===== src/rtl/cordic_pkg.sv =====
// Shared constants and types for the CORDIC result path.
// Q2.12 word format, pipeline latencies, result pair struct.
package cordic_pkg;

  localparam int DATA_WIDTH = 15;
  localparam int FRAC_BITS  = 12;
  localparam int ONE        = 1 << FRAC_BITS;
  localparam int THETA_LAT  = 13;
  localparam int MAG_LAT    = 14;
  localparam int FIFO_DEPTH = 4;

  typedef logic [DATA_WIDTH-1:0] word_t;

  typedef struct packed {
    word_t mag;
    word_t theta;
  } res_t;

endpackage


===== src/rtl/cordic_res_fifo.sv =====
// Show-ahead result FIFO, DEPTH x {mag, theta}, async active-low reset.
// Ports: clk, rst_n, push/wdata, pop, rdata (head), level (occupancy).
module cordic_res_fifo
  import cordic_pkg::*;
#(
  parameter  int DEPTH = FIFO_DEPTH,
  localparam int AW    = $clog2(DEPTH),
  localparam int LW    = AW + 1
) (
  input  logic          clk,
  input  logic          rst_n,
  input  logic          push,
  input  res_t          wdata,
  input  logic          pop,
  output res_t          rdata,
  output logic [LW-1:0] level
);

  res_t          mem_q [DEPTH];
  res_t          mem_d [DEPTH];
  logic [AW-1:0] wr_q, wr_d;
  logic [AW-1:0] rd_q, rd_d;
  logic [LW-1:0] lvl_q, lvl_d;

  always_comb begin
    mem_d = mem_q;
    wr_d  = wr_q;
    rd_d  = rd_q;
    lvl_d = lvl_q + LW'(push) - LW'(pop);
    if (push) begin
      mem_d[wr_q] = wdata;
      wr_d        = wr_q + AW'(1);
    end
    if (pop) begin
      rd_d = rd_q + AW'(1);
    end
  end

  always_ff @(posedge clk or negedge rst_n) begin
    if (!rst_n) begin
      mem_q <= '{default: '0};
      wr_q  <= '0;
      rd_q  <= '0;
      lvl_q <= '0;
    end else begin
      mem_q <= mem_d;
      wr_q  <= wr_d;
      rd_q  <= rd_d;
      lvl_q <= lvl_d;
    end
  end

  assign rdata = mem_q[rd_q];
  assign level = lvl_q;

  a_no_overflow: assert property (
    @(posedge clk) disable iff (!rst_n)
    !(push && lvl_q == LW'(DEPTH))
  );

endmodule


===== src/rtl/cordic_result_buffer.sv =====
// Tracks sample validity through the valid-less CORDIC pipeline and buffers results.
// Ports: in_valid/in_ready, core_theta/core_mag, out_valid/out_ready, out_*, level, drop_err.
module cordic_result_buffer
  import cordic_pkg::*;
#(
  parameter  int DEPTH = FIFO_DEPTH,
  localparam int LW    = $clog2(DEPTH) + 1
) (
  input  logic                  clk,
  input  logic                  rst,
  input  logic                  in_valid,
  output logic                  in_ready,
  input  logic [DATA_WIDTH-1:0] core_theta,
  input  logic [DATA_WIDTH-1:0] core_mag,
  output logic                  out_valid,
  input  logic                  out_ready,
  output logic [DATA_WIDTH-1:0] out_mag,
  output logic [DATA_WIDTH-1:0] out_theta,
  output logic [LW-1:0]         level,
  output logic                  drop_err
);

  logic [MAG_LAT-1:0]    vld_q, vld_d;
  logic [DATA_WIDTH-1:0] theta_q, theta_d;
  logic [LW-1:0]         infl_q, infl_d;
  logic                  drop_q, drop_d;
  logic [LW:0]           used;
  logic                  accept;
  logic                  push;
  logic                  pop;
  res_t                  wdata;
  res_t                  head;

  // Credit counts buffered plus in-flight results; a pop this
  // cycle only frees a slot once level has updated.
  always_comb begin
    used     = {1'b0, level} + {1'b0, infl_q};
    in_ready = rst & (used < (LW+1)'(DEPTH));
    accept   = in_valid & in_ready;
    push     = vld_q[MAG_LAT-1];
    pop      = out_valid & out_ready;
    vld_d    = {vld_q[MAG_LAT-2:0], accept};
    theta_d  = vld_q[THETA_LAT-1] ? core_theta : theta_q;
    infl_d   = infl_q + LW'(accept) - LW'(push);
    drop_d   = drop_q | (in_valid & ~in_ready);
  end

  always_ff @(posedge clk or negedge rst) begin
    if (!rst) begin
      vld_q   <= '0;
      theta_q <= '0;
      infl_q  <= '0;
      drop_q  <= 1'b0;
    end else begin
      vld_q   <= vld_d;
      theta_q <= theta_d;
      infl_q  <= infl_d;
      drop_q  <= drop_d;
    end
  end

  assign wdata.mag   = core_mag;
  assign wdata.theta = theta_q;

  cordic_res_fifo #(
    .DEPTH (DEPTH)
  ) u_fifo (
    .clk   (clk),
    .rst_n (rst),
    .push  (push),
    .wdata (wdata),
    .pop   (pop),
    .rdata (head),
    .level (level)
  );

  assign out_valid = (level != '0);
  assign out_mag   = head.mag;
  assign out_theta = head.theta;
  assign drop_err  = drop_q;

endmodule

===== config.mk =====
export PLATFORM = sky130hd
export DESIGN_NAME = cordic_result_buffer
export DESIGN_NICKNAME = d
export VERILOG_FILES = /design/src/rtl/cordic_pkg.sv /design/src/rtl/cordic_res_fifo.sv /design/src/rtl/cordic_result_buffer.sv
export SDC_FILE = /design/constraint.sdc
export NUM_CORES = 1
export LEC_CHECK = 0
export CORE_MARGIN = 2
export CORE_UTILIZATION = 40
export CTS_CLUSTER_SIZE = 12
export DETAILED_ROUTE_END_ITERATION = 8
export GPL_TIMING_DRIVEN = 0
export PLACE_DENSITY = 0.65
export SETUP_SLACK_MARGIN = 0.5
export SYNTH_ARGS = -nofsm -noshare
export SYNTH_HDL_FRONTEND = slang
export SYNTH_SLANG_ARGS = --single-unit
export TNS_END_PERCENT = 50

===== constraint.sdc =====
create_clock -name clk -period 6.45 [get_ports clk]
set_input_delay 0.645 -clock clk [delete_from_list [all_inputs] [get_ports clk]]
set_output_delay 0.645 -clock clk [all_outputs]
set_load 0.05 [all_outputs]

* Word level (Yosys, flattened, before mapping)
Index checks and enable logic that the tools add are counted.
** Storage, ports and cells
- Input bits :: 34
- Register bits after elaboration :: 160
- Output and inout port bits :: 36
** Cells by class
- $lt $le $gt $ge :: 4
- Bitwise operators :: 8
- Mux-type cells :: 6
- Add/subtract/negate cells :: 7
- Reductions and logical operators :: 2
** Operators with widths (count)
- bitwise mux 120 bit :: 1
- 2-to-1 mux 30 bit :: 3
- binary-select mux 30 bit (select 2 bit) :: 1
- demux 30 bit (select 2 bit) :: 1
- adder 3 x 1 -> 3 bit :: 2
- >= comparator 3 bit, second input constant :: 2
- NOT 2 -> 3 bit :: 2
- subtractor 3 x 1 -> 3 bit :: 2
- adder 2 x 1 -> 2 bit, second input constant :: 2
- adder 3 x 3 -> 4 bit :: 1
- AND 1 bit :: 4
- < comparator 4 x 3 -> 1 bit, second input constant :: 1
- < comparator 3 x 1 -> 1 bit, second input constant :: 1
- nonzero test 3 bit :: 1
- logical AND 1 bit :: 1
- NOT 1 bit :: 1
- OR 1 bit :: 1

* Logic depth before layout (Yosys ltp)
Gate-level depths: netlist of the first run.
- Depth in word-level cells :: 6
- Gate-level depth with buffers :: 9
- Gate-level depth less buffers :: 9

* Hierarchy
Synthesis of the first run repeated with hierarchy kept, for this count alone.
** Second synthesis, totals
- Cell total of the unflattened synthesis :: 392
- Area total of the unflattened synthesis :: 6842.8 um^2
** By module, submodules not included
- cordic_res_fifo :: area an instance 5596.6 um^2, times used 1, cells each 322
- cordic_result_buffer :: area an instance 1246.2 um^2, times used 1, cells each 70

* Worst setup path after synthesis of the first run
OpenSTA, ideal clock, no wires.
- Kind :: reg-to-reg
- Start :: register u_fifo.lvl_q[2], in the netlist u_fifo.level[2]
- End :: register infl_q[2]
- Required time :: 6.370 ns
- Arrival :: 2.668 ns
- Clock period less this slack :: 2.747 ns
- Setup slack :: 3.703 ns
- Stages on the path, launching flop included :: 10
- Path through :: dfrtp_1 -> ha_1 -> nor4b_1 -> nand3_1 -> ha_1 -> inv_1 -> ha_1 -> fa_1 -> xnor2_1 -> xnor2_1
** On the way
- Cells in the longest elaborated chain, start to end :: 6
** RTL lines
- start: declaration :: line cordic_res_fifo.sv:23 : logic [LW-1:0] lvl_q, lvl_d;
- start signal: assignment :: line cordic_res_fifo.sv:49 : lvl_q <= lvl_d;
- adder 3 x 3 -> 4 bit :: line cordic_result_buffer.sv:37 : used = {1'b0, level} + {1'b0, infl_q};
- < comparator 4 x 3 -> 1 bit :: line cordic_result_buffer.sv:38 : in_ready = rst & (used < (LW+1)'(DEPTH));
- AND 1 bit :: line cordic_result_buffer.sv:38
- AND 1 bit :: line cordic_result_buffer.sv:39 : accept = in_valid & in_ready;
- adder 3 x 1 -> 3 bit :: line cordic_result_buffer.sv:44 : infl_d = infl_q + LW'(accept) - LW'(push);
- subtractor 3 x 1 -> 3 bit :: line cordic_result_buffer.sv:44
- via infl_d[2] :: line cordic_result_buffer.sv:25 : logic [LW-1:0] infl_q, infl_d;
- end signal: assignment :: line cordic_result_buffer.sv:57 : infl_q <= infl_d;
- end: declaration :: line cordic_result_buffer.sv:25
The timed path passes the listed nets, and every way through them passes these cells.
A chain may end at the register's enable or synchronous reset.

* Worst setup path in the final report of the first run
- Start :: input port rst
- End :: output port in_ready
** On the way
- Cells in the longest elaborated chain, start to end :: 1
** RTL lines
- start: declaration :: line cordic_result_buffer.sv:10 : input logic rst,
- AND 1 bit :: line cordic_result_buffer.sv:38
- end: declaration :: line cordic_result_buffer.sv:12 : output logic in_ready,
Every way passes these cells.

==> results of run 1 <==
[area by class of cell]
class	count	share of cell area [%]
clock buffer	18	5.21
multi-input combinational	200	29.9
clock inverter	14	2.40
buffer	22	2.80
sequential	160	47.5
timing repair buffer	70	8.53
tap	220	3.26
inverter	10	0.445
[cell usage in the layout (no fill, tap or decap), types with 2 or more instances in the layout]
cell type	instances
dfrtp_1	160
mux2_2	135
clkdlybuf4s50_1	68
mux4_2	28
clkbuf_16	17
buf_6	14
inv_1	10
ha_1	10
xnor2_1	5
buf_2	5
nand2_1	5
inv_6	4
bufinv_16	4
buf_12	3
clkinv_4	3
nand3_1	2
mux4_1	2
o21ai_0	2
xor2_1	2
fa_1	2
clkinv_2	2
[path summary, 6_finish.rpt]
check                      slack [ns]                         to  cells past startpoint
min                              0.25    theta_q[13]$_DFFE_PN0P_                      1
min reg2reg                      0.35         vld_q[1]$_DFF_PN0_                      0
max                              2.64                   in_ready                      5
max reg2reg                      3.69        infl_q[2]$_DFF_PN0_                      9
min in group clk                 0.35         vld_q[1]$_DFF_PN0_                      0
max in group asynchronous        5.37  u_fifo.level[2]$_DFF_PN0_                      2
[layer usage]
layer / GRT usage [%] / routed length [um] / up-vias
met2: 25.1 / 6340 / 58
li1: - / - / 1617
met1: 20.2 / 5810 / 1893
met4: 5.79 / 196 / 0
met3: 4.27 / 580 / 15
met5: 0 / 0 / -
[kinds of logic (layout without fill, tap and decap cells)]
kind of cell / after synthesis / count (layout) / synth area share, %
AO/OA/AOI/OAI: 5 / 5 / 0.534
XOR/XNOR: 7 / 7 / 0.902
adder cells (fa/ha/maj): 12 / 12 / 2.43
buffers and inverters: 32 / 134 / 4.03
flip-flops: 160 / 160 / 58.9
multiplexers: 165 / 165 / 32.4
AND/OR/NAND/NOR: 11 / 11 / 0.828
[registers in the layout, summed over array words and instances (netlist names)]
signal and flops:
u_fifo.level 3, u_fifo.wr_q 2, theta_q 15, u_fifo.rd_q 2, drop_err 1, infl_q 3
vld_q 14, u_fifo.mem_q 120
[worst register-to-register path, stage by stage, from the launching register on]
cell and delay (ns):
dfrtp_1 0.45, ha_1 0.32, nor4b_1 0.49, nand3_1 0.16, ha_1 0.31, inv_1 0.04, ha_1 0.18, fa_1 0.38
xnor2_1 0.21, xnor2_1 0.15
[power groups by stage]
| stage | Combinational [mW] | Sequential [mW] | Clock [mW] |
|---|---|---|---|
| after global placement | 2.07 | 1.69 | 0 |
| after CTS | 2.12 | 1.71 | 1.11 |
| after global routing | 2.20 | 1.77 | 1.16 |
| after floorplan | 1.54 | 1.66 | 0 |
| final | 2.08 | 1.71 | 1.09 |
| after detailed placement | 2.11 | 1.72 | 0 |
[metrics by stage]
stage                     std cells  power [mW]  setup TNS (ns)
after floorplan                 392        3.21               0
after global placement          681        3.76         -227.79
after detailed placement        682        3.83               0
after CTS                       714        4.94               0
after global routing            714        5.13               0
final                           714        4.87               0
==> impl_metrics.json, run 1 <==
{
  "leakage_nw": 3.79,
  "syn-cell-area_um2": 6800,
  "power_density_nw_per_um2": 577,
  "grt.total_usage_pct": 15.5,
  "place_area_um2": 7790,
  "antenna_found_initial": 0,
  "post-route-period-util_pct": 59.1,
  "p_switching_mw": 1.76,
  "synth_top_area_share_pct": 58.9,
  "die_y_um": 134,
  "r2r-start": "u_fifo.level[2]$_DFF_PN0_",
  "maxSlewViolCount": 0,
  "maxCapViolCount": 0,
  "cts_tree": "done",
  "comb_power_share_pct": 42.7,
  "cp_top_family": "buffers and inverters",
  "cts.sinks": 160,
  "grt-ovfl-total": 0,
  "detail-route-antenna-nets": 0,
  "syn-num-nets": 438,
  "fill_cells": 1399,
  "nNetsFinal": 527,
  "synth_area_leaders": "dfrtp_1 (59%), mux2_2 (22%), mux4_2 (9.3%), buf_6 (2.2%), ha_1 (1.8%)",
  "drt-vias-per-instance": 5.02,
  "dr.first_iter.drc_count": 107,
  "wl_um": 12900,
  "port_buffers": 69,
  "start_util_pct": 41.0,
  "multi_input_area_um2": 2520,
  "grt_max_degree": 85,
  "crit_path_cell_trace": "buf_6 > buf_16 > nor4b_1 > and2_1 > clkdlybuf4s50_1",
  "htree_levels": 4,
  "wl_per_cell_um": 18.1,
  "place.gp.congestion": 0.777,
  "max_freq_mhz": 262,
  "yosys_register_bits": 160,
  "diodes": 0,
  "areaGrowthSynthToFinish_pct": 24.1,
  "post_cts_resized": 0,
  "cts_setup_buffers": 0,
  "async_flop_share_pct": 100,
  "core_um2": 16600,
  "rsz0062_at_grt": "no",
  "finalInstanceArea_um2": 8440,
  "pin_count": 70,
  "yosysTopAreaCell": "dfrtp_1",
  "regArea_um2": 4000,
  "max_slew_margin_pct": 52.1,
  "switching_share_pct": 36.2,
  "synth_flop_cell": "dfrtp_1",
  "hold_class": "input port to asynchronous set/reset pin",
  "pre_cts_ws_ns": 2.55,
  "cp-start-kind": "input port",
  "yosys_warnings": 0,
  "ir_drop_mv": 0.320,
  "min_period_ns": 3.81,
  "fin_skew_ns": 0.00713,
  "grt_first_pass_wirelength_um": 21100,
  "place.detailed.hpwl_um": 8390,
  "critPathMaxStageDelay_ns": 0.80,
  "hold_viol": 0,
  "path_max_fanout": 84,
  "yosys-top-cells-count": "dfrtp_1 (160), mux2_2 (135), mux4_2 (28), buf_6 (13)",
  "synth_cells": 392,
  "yosysMostFrequentCell": "dfrtp_1",
  "synthDistinctLibCells": 23,
  "rows": 47,
  "drc": 0,
  "setup.worst_path.end_class": "output port",
  "synth-edff-count": 0,
  "clock_latency_ns": 0.43,
  "clockPowerShare_pct": 22.3,
  "vias": 3583,
  "yosysSeqAreaShare_pct": 58.9,
  "dr.pass1.iters": 4,
  "worstSetupPathType": "input port to output port",
  "critPathBufInv": 3,
  "postCtsHoldBufs": 0,
  "clock_path_buffers": 2,
  "clk_pin_slew_worst_paths_ns": 0.06,
  "p_int_mw": 3.11,
  "drive_gt1_share_pct": 44.3,
  "critPathRequiredTime_ns": 5.80,
  "finalSetupViolCount": 0,
  "final_core_util_pct": 50.9,
  "max_slew.worst_pin.slew_ns": 0.718,
  "outcome": "completed",
  "cpMaxStageDelayCell": "clkdlybuf4s50_1",
  "root_buffer": "clkbuf_16",
  "cts-buffers-inserted": 17,
  "timing.hold.ws_ns": 0.251,
  "arrival_ns": 3.17,
  "syn_area_per_cell_um2": 17.3,
  "setup_ws_ns": 2.64,
  "grt_pass1_vias": 3984,
  "dieWidth_um": 134,
  "die-area_um2": 18100,
  "critPathLaunch": "rst",
  "power_frac_seq_pct": 35.0
}
Note: power is estimated with default switching activity, not from simulation.
==> run 2, diff against run 1 <==
--- a/config.mk
+++ b/config.mk
@@ -10,7 +10,7 @@
 export CTS_CLUSTER_SIZE = 12
 export DETAILED_ROUTE_END_ITERATION = 8
 export GPL_TIMING_DRIVEN = 0
-export PLACE_DENSITY = 0.65
+export PLACE_DENSITY = 0.67
 export SETUP_SLACK_MARGIN = 0.5
 export SYNTH_ARGS = -nofsm -noshare
 export SYNTH_HDL_FRONTEND = slang
==> constraint.sdc (replaced) <==
create_clock -name clk -period 3.25 [get_ports clk]
set_input_delay 0.325 -clock clk [delete_from_list [all_inputs] [get_ports clk]]
set_output_delay 0.325 -clock clk [all_outputs]
set_load 0.05 [all_outputs]
==> run 2 against run 1 <==
The flow now finishes with violations (hold timing); setup slack got worse by 2.1 ns; critical path depth decreased by 1; first-iteration DRC count increased by 31%; clock skew increased by 0.0015 ns; cell area increased by 0.15%; largest power group unchanged; clock-buffer cell count increased by 3; core utilization increased by 0.076 points; non-clock buffer count increased by 3.
==> impl_metrics.json, run 2 (synthesized netlist as in run 1, its figures left out) <==
{
  "core_um2": 16600,
  "final_core_util_pct": 51.0,
  "post-route-period-util_pct": 82.4,
  "max_freq_mhz": 374,
  "rows": 47,
  "critPathLaunch": "u_fifo.rd_q[0]$_DFFE_PN0P_",
  "drt-vias-per-instance": 5.10,
  "critPathRequiredTime_ns": 2.92,
  "diodes": 0,
  "dr.pass1.iters": 4,
  "setup.worst_path.end_class": "output port",
  "maxSlewViolCount": 0,
  "hold_viol": 8,
  "grt_use_met1_pct": 20.0,
  "grt_use_met3_pct": 4.61,
  "grt_pass1_vias": 4038,
  "grt_busiest_layer": "met2",
  "cts.sinks": 160,
  "cts-buffers-inserted": 17,
  "min_period_ns": 2.68,
  "drc": 0,
  "fin_skew_ns": 0.00863,
  "wl_per_cell_um": 18.4,
  "path_max_fanout": 10,
  "cpMaxStageDelayCell": "clkdlybuf4s50_1",
  "power_density_nw_per_um2": 1110,
  "rsz0062_at_grt": "yes",
  "die-area_um2": 18100,
  "final_cells": 716,
  "rr_worst_depth": 9,
  "htree_levels": 4,
  "vias": 3650,
  "place.detailed.hpwl_um": 8660,
  "areaGrowthSynthToFinish_pct": 24.3,
  "clock_path_buffers": 2,
  "cp-start-kind": "register",
  "finalSetupViolCount": 0,
  "grt_max_degree": 83,
  "cp_top_family": "buffers and inverters",
  "start_util_pct": 41.0,
  "wl_um": 13200,
  "regMostFlops": "u_fifo.mem_q",
  "cp.depth": 4,
  "timing.hold.ws_ns": -0.0216,
  "max_slew.worst_pin.slew_ns": 0.578,
  "final_cell_mix": "dfrtp_1 (160), mux2_2 (135), clkdlybuf4s50_1 (67)",
  "critPathBufInv": 3,
  "max_slew_margin_pct": 61.3,
  "pin_count": 70,
  "dieWidth_um": 134,
  "violations": "hold timing",
  "largest_reg_flops": 120,
  "arrival_ns": 2.35,
  "leakage_nw": 3.78,
  "critPathMaxStageDelay_ns": 0.76,
  "root_buffer": "clkbuf_16",
  "clk_pin_slew_worst_paths_ns": 0.06,
  "grt.total_usage_pct": 15.8,
  "detail-route-antenna-nets": 0,
  "outcome": "finished, violations left",
  "fill_cells": 1385,
  "drive_gt1_share_pct": 44.4,
  "antenna_found_initial": 0,
  "grt_first_pass_wirelength_um": 21300,
  "cts_tree": "done",
  "die_y_um": 134,
  "crit_path_cell_trace": "buf_6 > buf_12 > mux4_2 > clkdlybuf4s50_1",
  "grt-ovfl-total": 0,
  "maxCapViolCount": 0,
  "dp.cells": 682,
  "place.gp.congestion": 0.702,
  "port_buffers": 69,
  "reg_top3": "u_fifo.mem_q: 120 flops, theta_q: 15 flops, vld_q: 14 flops",
  "nNetsFinal": 530,
  "ir_drop_mv": 0.668,
  "met2_usage_pct": 26.3,
  "r2r-start": "u_fifo.level[2]$_DFF_PN0_",
  "worstSetupPathType": "register to output port",
  "clock_latency_ns": 0.42,
  "dr.first_iter.drc_count": 140,
  "hold_class": "input port to asynchronous set/reset pin",
  "final_common_cell": "dfrtp_1"
}
## run 2: cell count changes in the layout (fill, tap and decap cells not counted), sizes merged
cell | before | now
inv | 15 | 10
clkinvlp | 0 | 4
buf | 23 | 26
bufinv | 4 | 1
clkbuf | 19 | 22
clkdlybuf4s50 | 68 | 67
dlygate4sd2 | 0 | 1
## run 2: power by group
part | total, mW | internal (mW) | switching, mW
clock | 1.85 | 1.08 | 0.769
combinational | 4.17 | 1.99 | 2.18
sequential | 3.39 | 2.88 | 0.512
## run 2: area by class of cell
| type | count | area [um2] | area share [%] |
|---|---|---|---|
| multi-input cells | 200 | 2540 | 30.0 |
| clock buffers | 21 | 460 | 5.45 |
| repair buffers | 73 | 810 | 9.58 |
| well taps | 220 | 275 | 3.26 |
| inverters | 10 | 37.5 | 0.444 |
| flip-flops and latches | 160 | 4000 | 47.4 |
| clock inverters | 10 | 88.8 | 1.05 |
| plain buffers | 22 | 236 | 2.80 |
## run 2: repair_timing
action	4_1_cts	5_1_grt
endpoints found under the setup margin	3	5
hold buffers	3	0
gates resized for setup	4	1
setup buffers	0	0
hold endpoints to repair	78	0
## run 2: path summary, 6_finish.rpt
check | to | slack (ns)
max in group asynchronous | u_fifo.mem_q[30]$_DFFE_PN0P_ | 2.88
min | theta_q[11]$_DFFE_PN0P_ | -0.02
max reg2reg | infl_q[2]$_DFF_PN0_ | 0.69
min in group clk | vld_q[6]$_DFF_PN0_ | 0.35
max | out_mag[3] | 0.57
min reg2reg | vld_q[6]$_DFF_PN0_ | 0.35
## run 2: metal layers
metal	part of all wire (%)	vias up	wire, um
met5	0	-	0
li1	-	1621	-
met3	4.2	17	555
met2	50	70	6540
met4	1.1	0	148
met1	45	1942	5920
## run 2: metrics by stage
step | instance area, um2 | setup slack (ns) | power, mW | hold WS (ns) | TNS (ns)
2_1_floorplan | 6800 | 0.503 | 6.36 | 0.0294 | 0
3_3_place_gp | 7770 | -4.70 | 7.44 | 0.333 | -697.51
3_5_place_dp | 7790 | -0.318 | 7.62 | 0.335 | -0.532
4_1_cts | 8440 | 0.534 | 9.52 | 0.00341 | 0
5_1_grt | 8450 | 0.491 | 9.91 | 0.0185 | 0
6_report | 8450 | 0.573 | 9.41 | -0.0216 | 0
## run 2: worst register-to-register path, stage by stage, from the launching register on
cell and delay [ns]:
dfrtp_1 0.44, ha_1 0.36, nor4b_4 0.31, nand3_1 0.12, ha_1 0.29, inv_1 0.04, ha_1 0.19, fa_1 0.38
xnor2_1 0.20, xnor2_1 0.15
==> run 3, diff against run 2 <==
==> constraint.sdc (replaced) <==
create_clock -name clk -period 2.2 [get_ports clk]
set_input_delay 0.22 -clock clk [delete_from_list [all_inputs] [get_ports clk]]
set_output_delay 0.22 -clock clk [all_outputs]
set_load 0.05 [all_outputs]
==> run 3 against run 2 <==
The run ends with hold timing, setup timing left; core utilization rose by 2.8 points; critical path depth rose by 5; die area did not move; combinational power rose by 78%; cell area rose by 5.4%; sequential share of layout area fell by 2.4 points; critical path type is now register to register; clock skew fell by 0.0027 ns; sequential cell count did not move; sequential power rose by 48%.
==> impl_metrics.json, run 3 (synthesized netlist as in run 1, its figures left out) <==
{
  "outcome": "finished, violations left",
  "violations": "hold timing, setup timing",
  "path_max_fanout": 3,
  "min_period_ns": 2.24,
  "grt_max_degree": 100,
  "worstSetupPathType": "register to register",
  "regMostFlops": "u_fifo.mem_q",
  "final_common_cell": "dfrtp_1",
  "timing.hold.ws_ns": -0.152,
  "cp-start-kind": "register",
  "place.gp.congestion": 0.701,
  "die_y_um": 134,
  "die-area_um2": 18100,
  "port_buffers": 69,
  "start_util_pct": 41.0,
  "antenna_found_initial": 0,
  "areaGrowthSynthToFinish_pct": 31.0,
  "critPathRequiredTime_ns": 2.50,
  "grt_pass1_vias": 4091,
  "detail-route-antenna-nets": 0,
  "wl_um": 13200,
  "clock_latency_ns": 0.42,
  "ir_drop_mv": 1.06,
  "power_density_nw_per_um2": 1740,
  "finalInstanceArea_um2": 8910,
  "dp.cells": 682,
  "drc": 0,
  "crit_end": "infl_q[2]$_DFF_PN0_",
  "vias": 3677,
  "grt.total_usage_pct": 15.7,
  "fin_tns_setup_ns": -0.0406,
  "rows": 47,
  "cts_tree": "done",
  "drt-vias-per-instance": 5.00,
  "crit_path_cell_trace": "ha_4 > nor4b_4 > nand3_1 > ha_1 > inv_2 > ha_4 > fa_2 > xnor2_2 > xnor2_1",
  "fin_skew_ns": 0.00591,
  "clk_pin_slew_worst_paths_ns": 0.06,
  "place.detailed.hpwl_um": 8540,
  "final_cells": 736,
  "setup_ws_ns": -0.0406,
  "dr.pass1.iters": 6,
  "reg_top3": "u_fifo.mem_q: 120 flops, theta_q: 15 flops, vld_q: 14 flops",
  "maxCapViolCount": 0,
  "place_area_um2": 7830,
  "pre_cts_ws_ns": -0.532,
  "rsz0062_at_grt": "yes",
  "dr.first_iter.drc_count": 193,
  "core_um2": 16600,
  "critPathMaxStageDelay_ns": 0.43,
  "cpMaxStageDelayCell": "dfrtp_2",
  "grt-ovfl-total": 0,
  "drive_gt1_share_pct": 56.6,
  "grt_first_pass_wirelength_um": 21400,
  "pin_count": 70,
  "post-route-period-util_pct": 102,
  "crit_top_cell": "ha_4",
  "hold_class": "input port to asynchronous set/reset pin",
  "cts.sinks": 160,
  "leakage_nw": 4.03,
  "max_freq_mhz": 446,
  "final_core_util_pct": 53.7,
  "max_slew_margin_pct": 51.0,
  "maxSlewViolCount": 0,
  "cts-buffers-inserted": 17,
  "total_power_mw": 15.5,
  "arrival_ns": 2.54,
  "root_buffer": "clkbuf_16",
  "rr_worst_depth": 9,
  "setup.worst_path.end_class": "register",
  "critPathLaunch": "infl_q[2]$_DFF_PN0_",
  "worst-r2r-setup-slack_ns": -0.04,
  "dieWidth_um": 134,
  "reg2reg_to": "infl_q[2]$_DFF_PN0_",
  "r2r-start": "infl_q[2]$_DFF_PN0_",
  "htree_levels": 4,
  "diodes": 0,
  "clock_path_buffers": 2,
  "hold_viol": 97,
  "largest_reg_flops": 120,
  "max_slew.worst_pin.slew_ns": 0.735,
  "nNetsFinal": 550,
  "wl_per_cell_um": 17.9,
  "finalSetupViolCount": 1,
  "final_cell_mix": "dfrtp_1 (156), mux2_2 (135), buf_8 (33)"
}
run 3: cell count changes in the layout (fill, tap and decap cells not counted), sizes merged:
cell	previous run	this run
buf	26	78
bufinv	1	3
clkbuf	22	23
clkdlybuf4s15	0	1
clkdlybuf4s50	67	32
clkinvlp	4	2
dlygate4sd2	1	2
run 3: cell type report:
type                            count  area [um2]
Tap cell                          220         275
Inverter                           10        37.5
Clock inverter                     10         134
Fill cell                        1378        7670
Clock buffer                       21         480
Multi-Input combinational cell    200        2590
Buffer                             22         239
Timing Repair Buffer               93        1150
Sequential cell                   160        4010
run 3: critical path: cells and delay by family, from the launching register on:
family | cells | cell delay, ns
xor+xnor | 2 | 0.26
fa+ha+maj | 4 | 1.03
buf+inv | 1 | 0.04
flops | 1 | 0.43
simple gates | 2 | 0.37
run 3: report_power, final:
group          total (mW)  internal, mW  switching, mW
Clock                3.02          1.89           1.13
Combinational        7.42          3.89           3.53
Sequential           5.02          4.26          0.764
Total                15.5          10.0           5.42
run 3: what timing repair did:
action | CTS | global route
endpoints found under the hold margin | 97 | 97
gates cloned | 0 | 1
setup buffers | 7 | 15
endpoints found under the setup margin | 41 | 38
pin swaps | 8 | 1
gates resized for setup | 197 | 97
run 3: worst min path at each step:
stage               cells after the start                             to               start
detailed placement                      0             vld_q[2]$_DFF_PN0_  vld_q[1]$_DFF_PN0_
global route                            1        theta_q[13]$_DFFE_PN0P_                 rst
floorplan                               0             drop_err$_DFF_PN0_                 rst
global placement                        0             vld_q[2]$_DFF_PN0_  vld_q[1]$_DFF_PN0_
CTS                                     1  u_fifo.mem_q[101]$_DFFE_PN0P_                 rst
finish                                  1  u_fifo.mem_q[102]$_DFFE_PN0P_                 rst
run 3: routing by layer:
| layer | GRT usage, % | vias up | wire (um) |
|---|---|---|---|
| li1 | - | 1649 | - |
| met1 | 19.1 | 1951 | 5550 |
| met2 | 27.0 | 67 | 6910 |
| met3 | 5.03 | 10 | 592 |
| met4 | 4.39 | 0 | 121 |
| met5 | 0 | - | 0 |
